### config.mk
export PLATFORM = sky130hd
export DESIGN_NAME = mem_arbiter_flat
export DESIGN_NICKNAME = d
export VERILOG_FILES = /design/src/rtl/npc_mem_pkg.sv /design/src/rtl/mem_arbiter_if.sv /design/src/rtl/mem_rr_pick.sv /design/src/rtl/mem_arbiter.sv /design/src/flat_wrapper.sv
export SDC_FILE = /design/constraint.sdc
export NUM_CORES = 1
export LEC_CHECK = 0
export BUFFER_PORTS_ARGS = -buffer_cell sky130_fd_sc_hd__buf_2
export CAP_MARGIN = 20
export CORE_AREA = 2 2 232 234
export DETAILED_ROUTE_END_ITERATION = 10
export DIE_AREA = 0 0 234 236
export PLACE_DENSITY = 0.49
export SLEW_MARGIN = 20
export SYNTH_ARGS = -nofsm -noshare
export SYNTH_HDL_FRONTEND = slang
export SYNTH_SLANG_ARGS = --single-unit
### constraint.sdc
create_clock -name clk -period 27.2 [get_ports clk]
set_clock_uncertainty 0.1 [all_clocks]
set_input_delay 5.44 -clock clk [delete_from_list [all_inputs] [get_ports clk]]
set_output_delay 5.44 -clock clk [all_outputs]
set_load 0.005 [all_outputs]
### src/rtl/npc_mem_pkg.sv
// Shared types and constants for the NPC memory arbiter slice.
package npc_mem_pkg;

    localparam int XLEN   = 64;
    localparam int MASK_W = 8;

    localparam logic [XLEN-1:0] PMEM_BASE = 64'h8000_0000;

    typedef enum logic [1:0] {
        ST_IDLE,
        ST_BUSY,
        ST_RESP
    } arb_state_e;

    typedef enum logic {
        REQ_IFU = 1'b0,
        REQ_LSU = 1'b1
    } req_id_e;

endpackage

### src/rtl/mem_arbiter_if.sv
// Bus bundle between the fetch unit, the load/store unit, the arbiter and physical memory.
interface mem_arbiter_if;
    import npc_mem_pkg::*;

    logic              if_req_valid;
    logic              if_req_ready;
    logic [XLEN-1:0]   if_addr;
    logic              if_resp_valid;
    logic [XLEN-1:0]   if_rdata;

    logic              ls_req_valid;
    logic              ls_req_ready;
    logic [XLEN-1:0]   ls_addr;
    logic              ls_wen;
    logic [XLEN-1:0]   ls_wdata;
    logic [MASK_W-1:0] ls_wmask;
    logic              ls_resp_valid;
    logic [XLEN-1:0]   ls_rdata;

    logic [XLEN-1:0]   mem_raddr;
    logic [XLEN-1:0]   mem_rdata;
    logic [XLEN-1:0]   mem_waddr;
    logic [XLEN-1:0]   mem_wdata;
    logic [MASK_W-1:0] mem_wmask;

    // Arbiter side.
    modport slave (
        input  if_req_valid, if_addr,
        input  ls_req_valid, ls_addr, ls_wen, ls_wdata, ls_wmask,
        input  mem_rdata,
        output if_req_ready, if_resp_valid, if_rdata,
        output ls_req_ready, ls_resp_valid, ls_rdata,
        output mem_raddr, mem_waddr, mem_wdata, mem_wmask
    );

    // Requester / memory side.
    modport master (
        output if_req_valid, if_addr,
        output ls_req_valid, ls_addr, ls_wen, ls_wdata, ls_wmask,
        output mem_rdata,
        input  if_req_ready, if_resp_valid, if_rdata,
        input  ls_req_ready, ls_resp_valid, ls_rdata,
        input  mem_raddr, mem_waddr, mem_wdata, mem_wmask
    );

endinterface

### src/rtl/mem_rr_pick.sv
// Two-way round-robin pick: a lone valid always wins, a tie goes to the one not served last.
module mem_rr_pick
    import npc_mem_pkg::*;
(
    input  logic    if_valid_i,
    input  logic    ls_valid_i,
    input  req_id_e last_i,
    output logic    grant_if_o,
    output logic    grant_ls_o
);

    // Grant decode from the valids and the last-served pointer.
    always_comb begin
        grant_if_o = 1'b0;
        grant_ls_o = 1'b0;
        if (if_valid_i && ls_valid_i) begin
            grant_if_o = (last_i == REQ_LSU);
            grant_ls_o = (last_i == REQ_IFU);
        end else begin
            grant_if_o = if_valid_i;
            grant_ls_o = ls_valid_i;
        end
    end

endmodule

### src/rtl/mem_arbiter.sv
// Arbitrates instruction fetch and load/store onto one fixed-latency physical memory port.
module mem_arbiter
    import npc_mem_pkg::*;
#(
    parameter int unsigned      LATENCY        = 2,
    parameter logic [XLEN-1:0]  PMEM_IDLE_ADDR = PMEM_BASE
) (
    input  logic         clk,
    input  logic         rst,
    mem_arbiter_if.slave arb_if
);

    localparam logic [3:0] CNT_INIT = 4'(LATENCY - 1);

    arb_state_e        state_q;
    req_id_e           last_q;
    req_id_e           id_q;
    logic [3:0]        cnt_q;
    logic [XLEN-1:0]   addr_q;
    logic              wen_q;
    logic [XLEN-1:0]   wdata_q;
    logic [MASK_W-1:0] wmask_q;
    logic [XLEN-1:0]   if_rdata_q;
    logic [XLEN-1:0]   ls_rdata_q;
    logic              if_resp_q;
    logic              ls_resp_q;

    logic grant_if;
    logic grant_ls;
    logic if_ready;
    logic ls_ready;
    logic final_busy;

    mem_rr_pick u_pick (
        .if_valid_i (arb_if.if_req_valid),
        .ls_valid_i (arb_if.ls_req_valid),
        .last_i     (last_q),
        .grant_if_o (grant_if),
        .grant_ls_o (grant_ls)
    );

    // Ready is suppressed while reset is held so nothing can be accepted against a stale state.
    assign if_ready   = !rst && (state_q == ST_IDLE) && grant_if;
    assign ls_ready   = !rst && (state_q == ST_IDLE) && grant_ls;
    assign final_busy = !rst && (state_q == ST_BUSY) && (cnt_q == 4'd0);

    assign arb_if.if_req_ready  = if_ready;
    assign arb_if.ls_req_ready  = ls_ready;
    assign arb_if.if_resp_valid = if_resp_q;
    assign arb_if.ls_resp_valid = ls_resp_q;
    assign arb_if.if_rdata      = if_rdata_q;
    assign arb_if.ls_rdata      = ls_rdata_q;

    // Transaction FSM: accept, count down the memory latency, then one response cycle.
    always_ff @(posedge clk or posedge rst) begin
        if (rst) begin
            state_q    <= ST_IDLE;
            last_q     <= REQ_LSU;
            id_q       <= REQ_IFU;
            cnt_q      <= 4'd0;
            addr_q     <= '0;
            wen_q      <= 1'b0;
            wdata_q    <= '0;
            wmask_q    <= '0;
            if_rdata_q <= '0;
            ls_rdata_q <= '0;
            if_resp_q  <= 1'b0;
            ls_resp_q  <= 1'b0;
        end else begin
            if_resp_q <= 1'b0;
            ls_resp_q <= 1'b0;
            unique case (state_q)
                ST_IDLE: begin
                    if (ls_ready) begin
                        state_q <= ST_BUSY;
                        cnt_q   <= CNT_INIT;
                        id_q    <= REQ_LSU;
                        last_q  <= REQ_LSU;
                        addr_q  <= arb_if.ls_addr;
                        wen_q   <= arb_if.ls_wen;
                        wdata_q <= arb_if.ls_wdata;
                        wmask_q <= arb_if.ls_wmask;
                    end else if (if_ready) begin
                        state_q <= ST_BUSY;
                        cnt_q   <= CNT_INIT;
                        id_q    <= REQ_IFU;
                        last_q  <= REQ_IFU;
                        addr_q  <= arb_if.if_addr;
                        wen_q   <= 1'b0;
                        wdata_q <= '0;
                        wmask_q <= '0;
                    end
                end
                ST_BUSY: begin
                    if (cnt_q == 4'd0) begin
                        state_q <= ST_RESP;
                        if (id_q == REQ_LSU) begin
                            ls_rdata_q <= wen_q ? '0 : arb_if.mem_rdata;
                            ls_resp_q  <= 1'b1;
                        end else begin
                            if_rdata_q <= arb_if.mem_rdata;
                            if_resp_q  <= 1'b1;
                        end
                    end else begin
                        cnt_q <= cnt_q - 4'd1;
                    end
                end
                ST_RESP: state_q <= ST_IDLE;
                default: state_q <= ST_IDLE;
            endcase
        end
    end

    // Memory port: read address held through BUSY, write strobes only on the last BUSY cycle.
    always_comb begin
        arb_if.mem_raddr = PMEM_IDLE_ADDR;
        arb_if.mem_waddr = PMEM_IDLE_ADDR;
        arb_if.mem_wdata = '0;
        arb_if.mem_wmask = '0;
        if (!rst && state_q == ST_BUSY) begin
            arb_if.mem_raddr = addr_q;
            if (final_busy && wen_q) begin
                arb_if.mem_waddr = addr_q;
                arb_if.mem_wdata = wdata_q;
                arb_if.mem_wmask = wmask_q;
            end
        end
    end

endmodule

### src/flat_wrapper.sv
// flat-port wrapper written by rule: the top's interface ports become plain ports
module mem_arbiter_flat import npc_mem_pkg::*;
#(
    parameter int unsigned      LATENCY        = 2,
    parameter logic [XLEN-1:0]  PMEM_IDLE_ADDR = PMEM_BASE
)
  (clk, rst, arb_if_if_req_valid, arb_if_if_addr, arb_if_ls_req_valid, arb_if_ls_addr, arb_if_ls_wen, arb_if_ls_wdata, arb_if_ls_wmask, arb_if_mem_rdata, arb_if_if_req_ready, arb_if_if_resp_valid, arb_if_if_rdata, arb_if_ls_req_ready, arb_if_ls_resp_valid, arb_if_ls_rdata, arb_if_mem_raddr, arb_if_mem_waddr, arb_if_mem_wdata, arb_if_mem_wmask);
  mem_arbiter_if arb_if_i ();
  input  logic clk;
  input  logic rst;
  input wire logic [$bits(arb_if_i.if_req_valid)-1:0] arb_if_if_req_valid;
  input wire logic [$bits(arb_if_i.if_addr)-1:0] arb_if_if_addr;
  input wire logic [$bits(arb_if_i.ls_req_valid)-1:0] arb_if_ls_req_valid;
  input wire logic [$bits(arb_if_i.ls_addr)-1:0] arb_if_ls_addr;
  input wire logic [$bits(arb_if_i.ls_wen)-1:0] arb_if_ls_wen;
  input wire logic [$bits(arb_if_i.ls_wdata)-1:0] arb_if_ls_wdata;
  input wire logic [$bits(arb_if_i.ls_wmask)-1:0] arb_if_ls_wmask;
  input wire logic [$bits(arb_if_i.mem_rdata)-1:0] arb_if_mem_rdata;
  output wire logic [$bits(arb_if_i.if_req_ready)-1:0] arb_if_if_req_ready;
  output wire logic [$bits(arb_if_i.if_resp_valid)-1:0] arb_if_if_resp_valid;
  output wire logic [$bits(arb_if_i.if_rdata)-1:0] arb_if_if_rdata;
  output wire logic [$bits(arb_if_i.ls_req_ready)-1:0] arb_if_ls_req_ready;
  output wire logic [$bits(arb_if_i.ls_resp_valid)-1:0] arb_if_ls_resp_valid;
  output wire logic [$bits(arb_if_i.ls_rdata)-1:0] arb_if_ls_rdata;
  output wire logic [$bits(arb_if_i.mem_raddr)-1:0] arb_if_mem_raddr;
  output wire logic [$bits(arb_if_i.mem_waddr)-1:0] arb_if_mem_waddr;
  output wire logic [$bits(arb_if_i.mem_wdata)-1:0] arb_if_mem_wdata;
  output wire logic [$bits(arb_if_i.mem_wmask)-1:0] arb_if_mem_wmask;
  assign arb_if_i.if_req_valid = arb_if_if_req_valid;
  assign arb_if_i.if_addr = arb_if_if_addr;
  assign arb_if_i.ls_req_valid = arb_if_ls_req_valid;
  assign arb_if_i.ls_addr = arb_if_ls_addr;
  assign arb_if_i.ls_wen = arb_if_ls_wen;
  assign arb_if_i.ls_wdata = arb_if_ls_wdata;
  assign arb_if_i.ls_wmask = arb_if_ls_wmask;
  assign arb_if_i.mem_rdata = arb_if_mem_rdata;
  assign arb_if_if_req_ready = arb_if_i.if_req_ready;
  assign arb_if_if_resp_valid = arb_if_i.if_resp_valid;
  assign arb_if_if_rdata = arb_if_i.if_rdata;
  assign arb_if_ls_req_ready = arb_if_i.ls_req_ready;
  assign arb_if_ls_resp_valid = arb_if_i.ls_resp_valid;
  assign arb_if_ls_rdata = arb_if_i.ls_rdata;
  assign arb_if_mem_raddr = arb_if_i.mem_raddr;
  assign arb_if_mem_waddr = arb_if_i.mem_waddr;
  assign arb_if_mem_wdata = arb_if_i.mem_wdata;
  assign arb_if_mem_wmask = arb_if_i.mem_wmask;
  mem_arbiter #(.LATENCY(LATENCY), .PMEM_IDLE_ADDR(PMEM_IDLE_ADDR)) u_core (.clk(clk), .rst(rst), .arb_if(arb_if_i));
endmodule
Yosys cells after proc, flatten, opt, wreduce, memory -nomap -nowiden
Cells that the tools add are included.

storage, ports and cells
  register bits = 275
  bits in latches = 0
  bits in writable memories = 0
  bits in read-only memories = 0
  input bits = 269
  output and inout port bits = 332
  word-level logic and storage cells = 69
  memories = 0

operators by class
  $add $sub $neg = 1
  multiply operators = 0
  div/mod/pow operators = 0
  order comparisons = 0
  equality and inequality tests = 4
  shifts and indexed selects = 0
  muxes and demuxes = 33
  bitwise gates (word level) = 2
  reductions and logical operators = 17

operators with widths
  cell                                                                    number
  64-bit 2-to-1 mux                                                       10
  8-bit 2-to-1 mux                                                        4
  4-bit 2-to-1 mux                                                        3
  1-bit 2-to-1 mux                                                        11
  3-bit AND reduction                                                     3
  4-bit one-hot mux with 2 select lines                                   1
  1-bit logical AND                                                       7
  2-bit 2-to-1 mux                                                        3
  4-bit zero test                                                         1
  2-bit one-hot mux with 2 select lines                                   1
  2-bit AND reduction                                                     2
  2-bit nonzero test                                                      2
  4-bit by 1-bit subtractor with 4-bit output (second input constant)     1
  3-bit != test (second input constant)                                   1
  2-bit by 1-bit equality test with 1-bit output (second input constant)  1
  2-bit zero test                                                         1
  2-bit by 1-bit != test with 1-bit output (second input constant)        1
  2-bit != test (second input constant)                                   1
  1-bit inverter                                                          2
  1-bit zero test                                                         1

Logic depth before layout (Yosys ltp)
Gate-level depths: netlist of run 1.

  word-level depth = 6
  depth in mapped cells = 8
  mapped depth without buffers = 5

Modules after synthesis
Synthesis of run 1 repeated with hierarchy kept, for this count alone.

unflattened totals
  cells, all modules = 998
  area total of the unflattened synthesis = 12333.1 sq um

modules (own cells, without submodules)
  module       times used  cells each  area an instance (sq um)
  mem_arbiter  1           995         12314.3
  mem_rr_pick  1           3           18.8

Worst setup path after synthesis of run 1
No wires, ideal clock.

  path kind = input -> output
  start = input port rst
  end = output port arb_if_mem_wdata[30]
  arrival = 6.403 ns
  path slack = 15.257 ns
  cell stages on the path = 6
  buffers on the path = 3
  path through = nor3b_1 > and3_1 > buf_2 > buf_4 > clkbuf_2 > and2_1

between the ends
  longest elaborated chain between the ends = 6

RTL lines
  what                   line                                   text
  from (decl)            flat_wrapper.sv:10                     input logic rst;
  1-bit zero test (*)    mem_arbiter.sv:45, mem_arbiter.sv:120
  1-bit logical AND (*)  mem_arbiter.sv:45, mem_arbiter.sv:120
  1-bit logical AND      mem_arbiter.sv:45                      assign final_busy = !rst && (state_q == ST_BUSY) && (cnt_q == 4'd0);
  1-bit logical AND      mem_arbiter.sv:122                     if (final_busy && wen_q) begin
  64-bit 2-to-1 mux      mem_arbiter.sv:122
  64-bit 2-to-1 mux (*)  mem_arbiter.sv:120                     if (!rst && state_q == ST_BUSY) begin
  to (decl)              flat_wrapper.sv:27                     output wire logic [$bits(arb_if_i.mem_wdata)-1:0] arb_if_mem_wdata;

Mark *: on every way between the ends. The rest lies on a longest branch, timed or not.

Worst setup path in the final report of run 1
  start = input port rst
  end = output port arb_if_ls_req_ready

between the ends
  longest elaborated chain between the ends = 3

RTL lines
  what                             line                text
  1-bit zero test                  mem_arbiter.sv:44   assign ls_ready = !rst && (state_q == ST_IDLE) && grant_ls;
  1-bit logical AND (2 in series)  mem_arbiter.sv:44
  to (decl)                        flat_wrapper.sv:22  output wire logic [$bits(arb_if_i.ls_req_ready)-1:0] arb_if_ls_req_ready;

No other way between the ends.

==> summary by stage, run 1 <==
Run status
The run finished with clean final reports.

Clock network
The deepest clock path buffer count is 3. The clock network latency to the later pin of the worst-skew pair is between 0.5 and 0.6 ns. The CTS buffer count is 35. The clock tree synthesis step divided the H-tree into 2 levels. The CTS tree is yes. The hold buffer count at CTS is 0.

The sink count of the clock tree is about 280. The root cell of the clock tree is clkbuf_16. Buffers added to address setup during post-CTS repair amount to 0. Gates resized during post-CTS repair numbered 0. The clock-pin slew of the registers on the worst-case setup and hold paths is 0.06 ns.

Final layout
Summing all multi-input logic gate instances after layout gives 5399 µm². After the last flow step, the layout net total stands at about 2000. Fill cells in the final layout number roughly 5600. The summed area of non-filler cells in the final layout is 17500 µm².

The share of final-layout standard cells stronger than drive strength 1 is a little under half. Relative to the synthesized area, the layout overhead comes to 36.52%. Registers take about 7000 µm².

Synthesis
Of all cell types, the one taking the most synthesized area is dfrtp_1. The number of nets in the synthesized netlist is between 1000 and 1500. The synthesized netlist occupies a cell area of about 13000 µm². Yosys printed 0 warnings. The count of different cell masters after synthesis is 44. The fraction of registers with async set or reset after synthesis is between 90% and 100%. For this run, the leading register cell type out of synthesis is dfrtp_1. Yosys attributes the largest share of cell area to dfrtp_1, mux2_2, and2_1.

Averaged over all synthesized cells, the footprint is approximately 11 µm². The synthesized design contains 0 enable-type register cells. The share of synthesized area in the top cell type comes to a little over half. The gate count after technology mapping is between 1000 and 1500. The number of flip-flops and latches in the synthesized netlist is between 200 and 300. Sequential cells were found to cover approximately 54% of the synthesized design area.

Timing
Setup violations remaining at the end of the flow were counted as 0. The count of pins over their slew limit is 0. At the pin with the least slew margin, the transition time is 1.024 ns.

The count of endpoints failing hold in the final timing report is 0. The worst path in the final design needs a cycle of approximately 13 ns, including I/O delays and setup. The worst max-slew margin expressed relative to the limit is about a third. On the final layout, the worst hold slack is 0.3871 ns. The portion of the clock cycle consumed by the worst path in the final layout is between 40% and 50%. Static timing analysis puts the maximum clock frequency at just under 80 MHz. The sum of negative setup slack is 0 ns. Setup repair after global routing left no endpoint under its margin.

Placed design
Summed over all nets, the half-perimeter wirelength after detailed placement is 31.11 mm. The number of input and output port buffers inserted is 600. The global placement routability congestion is 0.8250.

The post-place instance area is roughly 16000 µm².

Floorplanning
Row generation in the floorplan step produced 85 rows. The y dimension of the die is approximately 240 µm. For this configuration, the core starts out at a cell density of 24.15%. The die is 234 µm wide. The total die area is about 55000 µm².

The core region is roughly 53000 µm². Pin placement for this block handled 601 I/O pins.

Detailed routing
After detailed routing, the average wire length per cell comes to roughly 19 µm. The detailed-router iteration count before antenna repair is 5. The detailed-route vias per instance is between 4 and 5. The detail route stage leaves a number of antenna-violating nets equal to 0.

The vias after detailed routing is 11060. The detailed-route DRC error count is 0. The number of DRC violations after detailed-routing iteration 0 is 492. The routed design has around 45 mm of wire.

Global route
The first-pass GRT wire length is 67.18 mm. The number of global-route vias before repair is around 11000. The global-route congestion overflow total is 0.

Global routing consumed, over all layers together, 15.59% of the routing resources. The number of antenna violations at the first check in global routing is 11. The largest net degree at the start of global routing is 167.

Critical path
The startpoint of the worst register-to-register path is u_core.state_q[0]$_DFFE_PP0P_. The data required time at the worst endpoint is 21.66 ns. The data arrival at the endpoint of the critical path is 7.24 ns. The critical path startpoint is rst. The critical path is of the primary input to output port type.

For this design, the slowest cell found on the critical path is buf_4. In this design, the critical path's most frequently occurring cell is buf_2. The type of destination of the critical path is an output port. The worst setup path is launched from a primary input. The critical path goes through buf_2 > or3_4 > nor2_4 > buf_4 > buf_2. The highest fanout seen on the critical path is 76. For this run, the slowest stage of the critical path takes 0.64 ns. The cell count of the worst reg-to-reg path is 5.

Pwr
The worst vdd rail ir drop is approximately 0.000045 V. The final total power is approximately 1.8 mW. In this run the power density over the cells is 101.0 nW/µm². The static power due to leakage is around 8.6 nW.

Worst hold path
The kind of path behind the tightest hold check is register to register. Along the worst hold path, the cell count comes to 1. The start point of the worst min-delay path is u_core.arb_if.ls_rdata[1]$_DFFE_PP0P_.

Run
The count of maximum capacitance violations is 0.
per-layer routing:
layer,GRT usage [%],vias up,part of all wire [%]
met5,0,-,0.060
met4,5.543,4,2.7
met3,3.856,71,7.0
met2,26.68,421,50
met1,18.88,5437,40
li1,-,5127,-
power by group:
part           internal, mW  leakage [nW]  total [mW]  switching (mW)
clock                 0.263         0.541       0.447           0.184
combinational         0.299          4.79       0.593           0.294
sequential            0.601          3.28       0.727           0.126
total                  1.16          8.61        1.77           0.604
logic make-up (layout without fill, tap and decap cells):
kind of cell / Yosys count / in the layout / synth area share, %
other cells: 0 / 10 / 0
flops: 275 / 275 / 53.69
compound gates: 277 / 277 / 13.81
buf+inv: 115 / 685 / 4.431
simple gates: 350 / 350 / 16.62
fa+ha+maj: 2 / 2 / 0.1952
mux: 128 / 128 / 11.24
cells in the mapped netlist (2+ instances only):
master and number:
dfrtp_1 274, and2_1 199, mux2_2 120, a22o_1 73, a21oi_1 65, o21ai_0 65, a31oi_1 64, nand3_1 64
nor2b_1 64, clkbuf_1 60, buf_2 21, buf_6 11, mux2_1 8, inv_1 7, buf_1 6, buf_4 6
clkbuf_2 4, a21o_1 3, nand2b_1 3, and3_1 2, ha_1 2, nand2_1 2, nor2_1 2, nor3b_1 2
path summary, 6_finish.rpt:
check / slack [ns] / endpoint
max in group asynchronous: 20.46 / u_core.wdata_q[48]$_DFFE_PP0P_
max reg2reg: 24.67 / u_core.addr_q[8]$_DFFE_PP0P_
max: 14.42 / arb_if_ls_req_ready
min in group asynchronous: 4.96 / u_core.addr_q[49]$_DFFE_PP0P_
min reg2reg: 0.39 / u_core.arb_if.ls_rdata[1]$_DFFE_PP0P_
min: 0.39 / u_core.arb_if.ls_rdata[1]$_DFFE_PP0P_
worst max-delay path: cells and delay by family:
family / cells / cell delay [ns]
buf+inv: 3 / 1.05
simple gates: 2 / 0.63
cell type report:
cell class	count	area share (%)
Antenna cell	10	0.1430
Clock buffer	55	5.891
Clock inverter	7	0.4647
Inverter	7	0.1930
Multi-Input combinational cell	757	30.85
Sequential cell	275	39.34
Tap cell	696	4.976
Timing Repair Buffer	616	18.15
state kept, by name (all words and copies together), names as in the netlist, 2 cells and up:
register,flops
u_core.addr_q,64
u_core.arb_if.if_rdata,64
u_core.arb_if.ls_rdata,64
u_core.cnt_q,4
u_core.state_q,2
u_core.wdata_q,64
u_core.wmask_q,8
placed cells by master (no fill, tap or decap), types with 6 or more instances in the layout:
cell         n
a31oi_1     64
mux2_1       8
nand3_1     64
a21oi_1     65
inv_1        6
dfrtp_1    273
buf_4       13
buf_2      600
nor2b_1     64
clkbuf_8     8
and2_1     198
o21ai_0     65
diode_2     10
clkbuf_1    12
mux2_2     120
a22o_1      73
clkbuf_16   35
per-stage QoR:
stage	utilization, %	instances	setup slack, ns
floorplan	-	1147	14.08
global placement	30.73	2349	14.40
detailed placement	30.73	2349	14.37
CTS	32.83	2411	14.37
global route	32.97	2422	14.31
finish	32.98	2423	14.42
Power figures use the tool's default switching activity.
==> inputs of run 2 (changes only) <==
--- a/config.mk
+++ b/config.mk
@@ -7,10 +7,10 @@
 export LEC_CHECK = 0
 export BUFFER_PORTS_ARGS = -buffer_cell sky130_fd_sc_hd__buf_2
 export CAP_MARGIN = 20
-export CORE_AREA = 2 2 232 234
+export CORE_AREA = 2 2 236 238
 export DETAILED_ROUTE_END_ITERATION = 10
-export DIE_AREA = 0 0 234 236
-export PLACE_DENSITY = 0.49
+export DIE_AREA = 0 0 238 240
+export PLACE_DENSITY = 0.5
 export SLEW_MARGIN = 20
 export SYNTH_ARGS = -nofsm -noshare
 export SYNTH_HDL_FRONTEND = slang
==> constraint.sdc (replaced) <==
create_clock -name clk -period 10.8 [get_ports clk]
set_clock_uncertainty 0.1 [all_clocks]
set_input_delay 2.16 -clock clk [delete_from_list [all_inputs] [get_ports clk]]
set_output_delay 2.16 -clock clk [all_outputs]
set_load 0.005 [all_outputs]
==> run 2 against run 1 <==
Net effect:
- wire length fell by 0.89%
- final cell count grew 0.29%
- global-route usage is 0.75 points lower
- sequential share of layout area down 0.079 points
- count of clock-buffer cells in the layout decreased by 4
- core utilization decreased by 0.90 points
- flip-flop and latch count is the same
- first-iteration DRC count fell by 10%
- register-to-register slack got worse by 16 ns
- critical path depth increased by 1
- combinational power increased to 2.5 times the previous value
- critical endpoint is now arb_if_mem_wdata[2]
- die area rose by 3.4%
==> summary by stage, run 2 (synthesis results as in run 1) <==
Pwr
The clock share of power is a little over a quarter. The proportion of power drawn by flip-flops and latches is between 40 and 50%. The cell-internal power is between 2 and 3 mW. The static power due to leakage is 8.630 nW. Net switching is approximately 34% of the power. The power spent charging and discharging nets is 1.522 mW. The logic gate share of total power is 33.2%. Power spread over the standard cell area amounts to 257.5 nW/µm². The worst vdd rail ir drop is roughly 0.00011 V. The final total power is 4.516 mW.

Floorplanning
In this run the horizontal extent of the chip is between 200 and 250 µm. The total die area is 57120 µm². In this run the vertical extent of the chip is ~240 µm. Once the floorplan was initialized, standard cells occupied 23.45% of the core. The core region is approximately 55000 µm². between 600 and 700 I/O pins were placed.

The number of cell rows is between 80 and 90.

Critical path
The setup path with the least slack is of type primary input to output port. The worst setup path is launched from a primary input. Traced cell by cell, the critical path runs through buf_2 > nor3b_2 > and3_4 > buf_16 > and2_1 > buf_2. The critical path's top delay family is simple AND/OR/NAND/NOR gates. The data arrival at the endpoint of the critical path is between 3 and 4 ns. The data required time at the worst endpoint is around 8.5 ns. The cell type of the slowest stage on the worst timing path is and3_4.

The number of buffers and inverters on the critical path is 3. In this run the worst path has a maximum fanout of 96. The cell repeated most along the worst path is buf_2. The largest single stage delay on the critical path is just under 0.5 ns.

The type of destination of the critical path is an output port.

Run
The count of maximum capacitance violations is 0.

Timing
Setup violations remaining at the end of the flow were counted as 0. The sum of negative setup slack is 0 ns. The measured slew at the worst slew-check pin is around 1.0 ns.

The count of endpoints failing hold in the final timing report was 0. Static timing analysis puts the maximum clock frequency at around 170 MHz. The worst pin sits at a relative slew slack of between 30% and 40%. Setup repair after global routing left no endpoint under its margin. The worst path needs roughly 6 ns of the cycle, external delays included. The count of pins over their slew limit is 0. The portion of the clock cycle consumed by the worst path in the final layout is 55.33%.

Final layout
The top cell types in the final layout, fill and taps aside, are buf_2, dfrtp_1, and2_1. The area taken by multi-input logic gates is approximately 5400 µm². The number of fill cells in the layout is between 5000 and 6000.

The share of final-layout standard cells stronger than drive strength 1 is between 40% and 50%. Leaving out fill and tap cells, the most frequent cell in the layout is buf_2. At the end of the flow, the number of nets in the layout was 1963. The sequential cells in the finished layout cover a total of approximately 6900 µm². The area overhead of the layout relative to synthesis is 36.80%.

Clock network
TritonCTS built the clock tree. The number of H-tree levels is 2. Once the clock tree was built, the setup fixing pass inserted 0 buffers. The sink count of the clock tree is 275. Clock-pin slew was measured on the worst setup and hold paths at ~0.060 ns. The CTS buffer count is 34.

For this design, the CTS-stage hold fixing added 0 buffers. The root cell of the clock tree is clkbuf_16. The total of cells resized after clock tree synthesis is 0. The clock network latency to the later pin of the worst-skew pair is 0.53 ns.

The deepest clock path buffer count is 3.

Global route
After global routing the overflow that remains totals 0. Across every metal layer, demand over resource in global routing totals between 10% and 20%. The number of global-route vias before repair is between 10000 and 15000.

The first-pass GRT wire length is 66.43 mm. The number of antenna violations at the first check in global routing is 7. The largest net degree at the start of global routing is approximately 140.

Placed design
The total half-perimeter wirelength after legalization and detailed placement is 31.62 mm. The number of input and output port buffers inserted is 600. The congestion estimate from routability-driven global placement came to approximately 0.84.

Detailed routing
After detailed routing, the total wire length is ~45 mm. The number of nets still failing antenna checks after routing is 0. The final route contains about 11000 vias.

Before antenna repair, the detailed router went through 4 iterations. Dividing the detail-routed via count by the number of cells gives roughly 4.5. The routed wire length per instance is ~18 µm. After the first detailed-routing iteration, the DRC count stood at roughly 440. The detailed-route DRC error count is 0.

Run status
The flow ran to the end, and the final reports show no timing, DRC or antenna violations.

Worst hold path
The kind of path behind the tightest hold check is register to register.
## run 2: cell count changes in the layout (fill, tap and decap cells not counted), sizes merged
cell	previous run	this run
clkbuf	55	51
bufinv	0	3
buf	616	617
clkinv	4	3
clkinvlp	1	2
diode	10	9
## run 2: worst paths after layout
path                       depth (start not counted)  slack, ns                                    from                                     end
setup / recovery                                   6       4.82                                     rst                     arb_if_mem_wdata[2]
max in group asynchronous                          4       6.92                                     rst          u_core.wdata_q[47]$_DFFE_PP0P_
hold / removal                                     1       0.39  u_core.arb_if.ls_rdata[45]$_DFFE_PP0P_  u_core.arb_if.ls_rdata[45]$_DFFE_PP0P_
setup reg to reg                                   5       8.27           u_core.state_q[0]$_DFFE_PP0P_           u_core.addr_q[34]$_DFFE_PP0P_
hold reg to reg                                    1       0.39  u_core.arb_if.ls_rdata[45]$_DFFE_PP0P_  u_core.arb_if.ls_rdata[45]$_DFFE_PP0P_
min in group asynchronous                          2       1.66                                     rst           u_core.state_q[1]$_DFFE_PP0P_
## run 2: metrics by stage
| stage | area (µm²) | cells | setup WS (ns) | utilization [%] | hold WS, ns |
|---|---|---|---|---|---|
| 2_1_floorplan | 12820 | 1147 | 0.9612 | - | 0.3635 |
| 3_3_place_gp | 16320 | 2359 | 4.706 | 29.86 | 0.3716 |
| 3_5_place_dp | 16320 | 2359 | 4.606 | 29.86 | 0.3791 |
| 4_1_cts | 17490 | 2420 | 4.606 | 31.99 | 0.3936 |
| 5_1_grt | 17530 | 2427 | 4.706 | 32.07 | 0.4056 |
| 6_report | 17540 | 2430 | 4.825 | 32.08 | 0.3878 |
## run 2: area by class of cell
type	instances	share of cell area, %
Clock buffer	51	5.794
Multi-Input combinational cell	757	30.79
Inverter	7	0.1927
Tap cell	704	5.023
Antenna cell	9	0.1284
Sequential cell	275	39.26
Timing Repair Buffer	617	17.97
Clock inverter	10	0.8491
## run 2: power by group through the flow
| stage | sequential [mW] | combinational (mW) | clock (mW) |
|---|---|---|---|
| finish | 1.84 | 1.50 | 1.18 |
| global route | 1.90 | 1.66 | 1.26 |
| CTS | 1.84 | 1.53 | 1.22 |
| detailed placement | 1.85 | 1.53 | 0 |
| global placement | 1.84 | 1.50 | 0 |
| floorplan | 1.76 | 0.892 | 0 |
## run 2: worst register-to-register path, stage by stage, from the launching register on
cell and delay [ns]:
dfrtp_1 0.44, nor3_4 0.26, buf_4 0.36, buf_4 0.83, nand3_1 0.24, a31oi_1 0.22
## run 2: metal layers
layer | global-route usage (%) | wire length (µm) | vias up
met1 | 18.03 | 17900 | 5326
met2 | 25.86 | 22950 | 359
met5 | 0 | 13 | -
met3 | 3.582 | 2764 | 56
met4 | 4.754 | 1008 | 2
li1 | - | - | 5124
==> inputs of run 3 (changes only) <==
--- a/config.mk
+++ b/config.mk
@@ -7,10 +7,10 @@
 export LEC_CHECK = 0
 export BUFFER_PORTS_ARGS = -buffer_cell sky130_fd_sc_hd__buf_2
 export CAP_MARGIN = 20
-export CORE_AREA = 2 2 236 238
+export CORE_AREA = 2 2 232 234
 export DETAILED_ROUTE_END_ITERATION = 10
-export DIE_AREA = 0 0 238 240
-export PLACE_DENSITY = 0.5
+export DIE_AREA = 0 0 234 236
+export PLACE_DENSITY = 0.49
 export SLEW_MARGIN = 20
 export SYNTH_ARGS = -nofsm -noshare
 export SYNTH_HDL_FRONTEND = slang
==> constraint.sdc (replaced) <==
create_clock -name clk -period 6.2 [get_ports clk]
set_clock_uncertainty 0.1 [all_clocks]
set_input_delay 1.24 -clock clk [delete_from_list [all_inputs] [get_ports clk]]
set_output_delay 1.24 -clock clk [all_outputs]
set_load 0.005 [all_outputs]
==> run 3 against run 2 <==
Net effect:
- sequential share of layout area down 0.056 points
- sequential power up 73%
- non-clock buffer count rose by 3
- register-to-register slack got worse by 4.8 ns
- via count increased by 1.2%
- die area fell by 3.3%
- cell area grew 0.14%
- clock power grew 75%
- core utilization increased by 1.0 points
- global-route usage up 0.67 points
- wire length increased by 0.68%
- critical path type is now register to output port
==> summary by stage, run 3 (synthesis results as in run 1) <==
Run status
The run finished with clean final reports.

Floorplanning
Row generation in the floorplan step produced 85 rows. The count of pins on the block boundary is ~600. The total die area is around 55000 µm². The floorplan step set the die width to around 230 µm. Measured along the y axis, the die boundary spans about 240 µm. The core footprint is 53070 µm². For this configuration, the core starts out at a cell density of approximately a quarter.

Final layout
The final net count is around 2000. The library cells used most frequently in the layout, excluding fill and tap cells, are buf_2, dfrtp_1, and2_1. From synthesis to final layout, the design area changed by 36.99%. The share of final-layout standard cells stronger than drive strength 1 is 47.01%. The library cell used most frequently in the layout, excluding fill and tap cells, is buf_2.

At the end of the flow the core is filled with cells to around 33%. After filler insertion, the fill cell instance count of the layout stands at ~5500.

Critical path
Counting cells, the worst reg-to-reg path comes to 6. The kind of critical path is register to output port. The data arrival at the endpoint of the critical path is 3.13 ns. The critical path launch point type is a register. The startpoint of the worst register-to-register path is u_core.state_q[0]$_DFFE_PP0P_.

The highest cell delay on the worst timing path is approximately 0.62 ns. The data required time at the worst endpoint is just under 5 ns. The type of destination of the critical path is an output port. The critical path goes through inv_1 > ha_1 > nor3b_2 > and3_4 > buf_4 > and2_1 > buf_2. The most critical setup path has its startpoint at u_core.cnt_q[0]$_DFFE_PP0P_. Across all register-to-register paths, the minimum setup slack is about 3.4 ns. The highest fanout seen on the critical path is 66. The cell type of the slowest stage on the worst timing path is and3_4. The endpoint identified for the worst register-to-register timing path is u_core.wdata_q[3]$_DFFE_PP0P_.

Detailed routing
The detailed-route DRC error count is 0. The first detailed-routing pass ran for 5 iterations. The number of DRC violations after detailed-routing iteration 0 is between 500 and 600. The final layout contains routed wiring with a total length of about 45 mm. The routed wire length per instance is 18.51 µm.

The number of nets still failing antenna checks after routing is 0. Across all layers, the routed design uses ~11000 vias. The detailed-route vias per instance is 4.527.

Timing
The sum of negative setup slack is 0 ns. The measured slew at the worst slew-check pin is between 0.9 and 1 ns. Setup violations remaining at the end of the flow were counted as 0. The count of pins over their slew limit is 0.

Setup repair after global routing left no endpoint under its margin. The count of endpoints failing hold in the final timing report is 0. The worst max-slew margin expressed relative to the limit is 37.12%.

The portion of the clock cycle consumed by the worst path in the final layout is 72.03%. For the finished layout, the period the worst path requires is between 4 and 5 ns. Based on the critical path, the design can be clocked at up to 223.9 MHz.

Clock network
The H-tree was split into 2 levels. TritonCTS built the clock tree. The buffer count from post-CTS setup fixing is 0.

Post-CTS repair changed the size of 0 cells. The clock-pin slew of the registers on the worst-case setup and hold paths is approximately 0.060 ns. The number of hold buffers added after CTS was 0. Clock latency on the worst-skew pair, taken at its later pin, is 0.54 ns.

The deepest clock path buffer count is 3. Counting the buffers created by CTS gives 35. The cell sitting at the root of the clock tree is a clkbuf_16. The sink count of the clock tree is between 200 and 300.

Global route
The number of global-route vias before repair is 10980. The number of antenna violations at the first check in global routing is 11. Entering global routing, the biggest net connects between 150 and 200 pins. The global-route congestion overflow total is 0. For this run, the total global-route usage over all layers was measured as around 16%. The first global-routing pass estimated around 67 mm of wire.

Pwr
The static power due to leakage is 8.651 nW. Summing internal, switching and leakage power gives between 7 and 8 mW. The worst vdd rail ir drop is 0.0002408 V. Dividing total power by cell area gives a power density of ~450 nW/µm².

Run
Across the run, the number of max-cap violations was 0.

Worst hold path
The worst min-delay path endpoint is u_core.arb_if.ls_rdata[43]$_DFFE_PP0P_. The kind of path behind the tightest hold check is register to register. In this run the most critical hold path is launched from u_core.arb_if.ls_rdata[43]$_DFFE_PP0P_. The hold path depth is 1.

Placed design
The number of input and output port buffers inserted is 600. At the end of routability-driven placement, the weighted congestion stood at roughly 0.84. The total half-perimeter wirelength after legalization and detailed placement is approximately 32 mm.
## run 3: metrics by stage
stage,cell area (µm²),std cells,hold WS [ns],setup slack (ns)
5_1_grt,17560,2427,0.4059,1.426
3_3_place_gp,16360,2355,0.3700,1.912
6_report,17560,2428,0.3917,1.734
3_5_place_dp,16360,2355,0.3762,1.758
4_1_cts,17530,2417,0.3971,1.683
2_1_floorplan,12820,1147,0.3635,1.223
## run 3: how the worst max path moves through the flow
stage | endpoint | cells after the start
2_1_floorplan | u_core.addr_q[0]$_DFFE_PP0P_ | 1
3_3_place_gp | arb_if_mem_wdata[18] | 6
3_5_place_dp | arb_if_mem_wdata[38] | 6
4_1_cts | arb_if_mem_wdata[38] | 7
5_1_grt | arb_if_mem_wdata[34] | 7
6_report | arb_if_mem_wdata[22] | 7
## run 3: cell type report
| cell class | count | area (µm²) | share of cell area (%) |
|---|---|---|---|
| Sequential cell | 275 | 6884 | 39.20 |
| Multi-Input combinational cell | 757 | 5399 | 30.74 |
| Timing Repair Buffer | 620 | 3178 | 18.10 |
| Clock buffer | 51 | 1016 | 5.786 |
| Tap cell | 696 | 870.8 | 4.959 |
| Clock inverter | 11 | 155.1 | 0.8835 |
| Inverter | 7 | 30.03 | 0.1710 |
| Antenna cell | 11 | 27.53 | 0.1568 |
## run 3: routing by layer
layer / GRT usage, % / wire length [µm] / up-vias / part of all wire, %
met4: 5.754 / 1102 / 0 / 2.5
met1: 19.42 / 18500 / 5415 / 41
li1: - / - / 5135 / -
met5: 0 / 0 / - / 0
met2: 25.94 / 22450 / 381 / 50
met3: 3.506 / 2895 / 61 / 6.4
## run 3: worst max-delay path: cells and delay by family (launching register included)
family	cells	cell delay (ns)
and+or+nand+nor	3	1.16
DFF	1	0.39
buffers and inverters	3	0.74
adders and majority gates	1	0.23
## run 3: where the power goes
| part | switching [mW] | internal, mW |
|---|---|---|
| logic | 1.30 | 1.31 |
| registers | 0.554 | 2.64 |
| clock network | 0.831 | 1.24 |
| total | 2.68 | 5.19 |
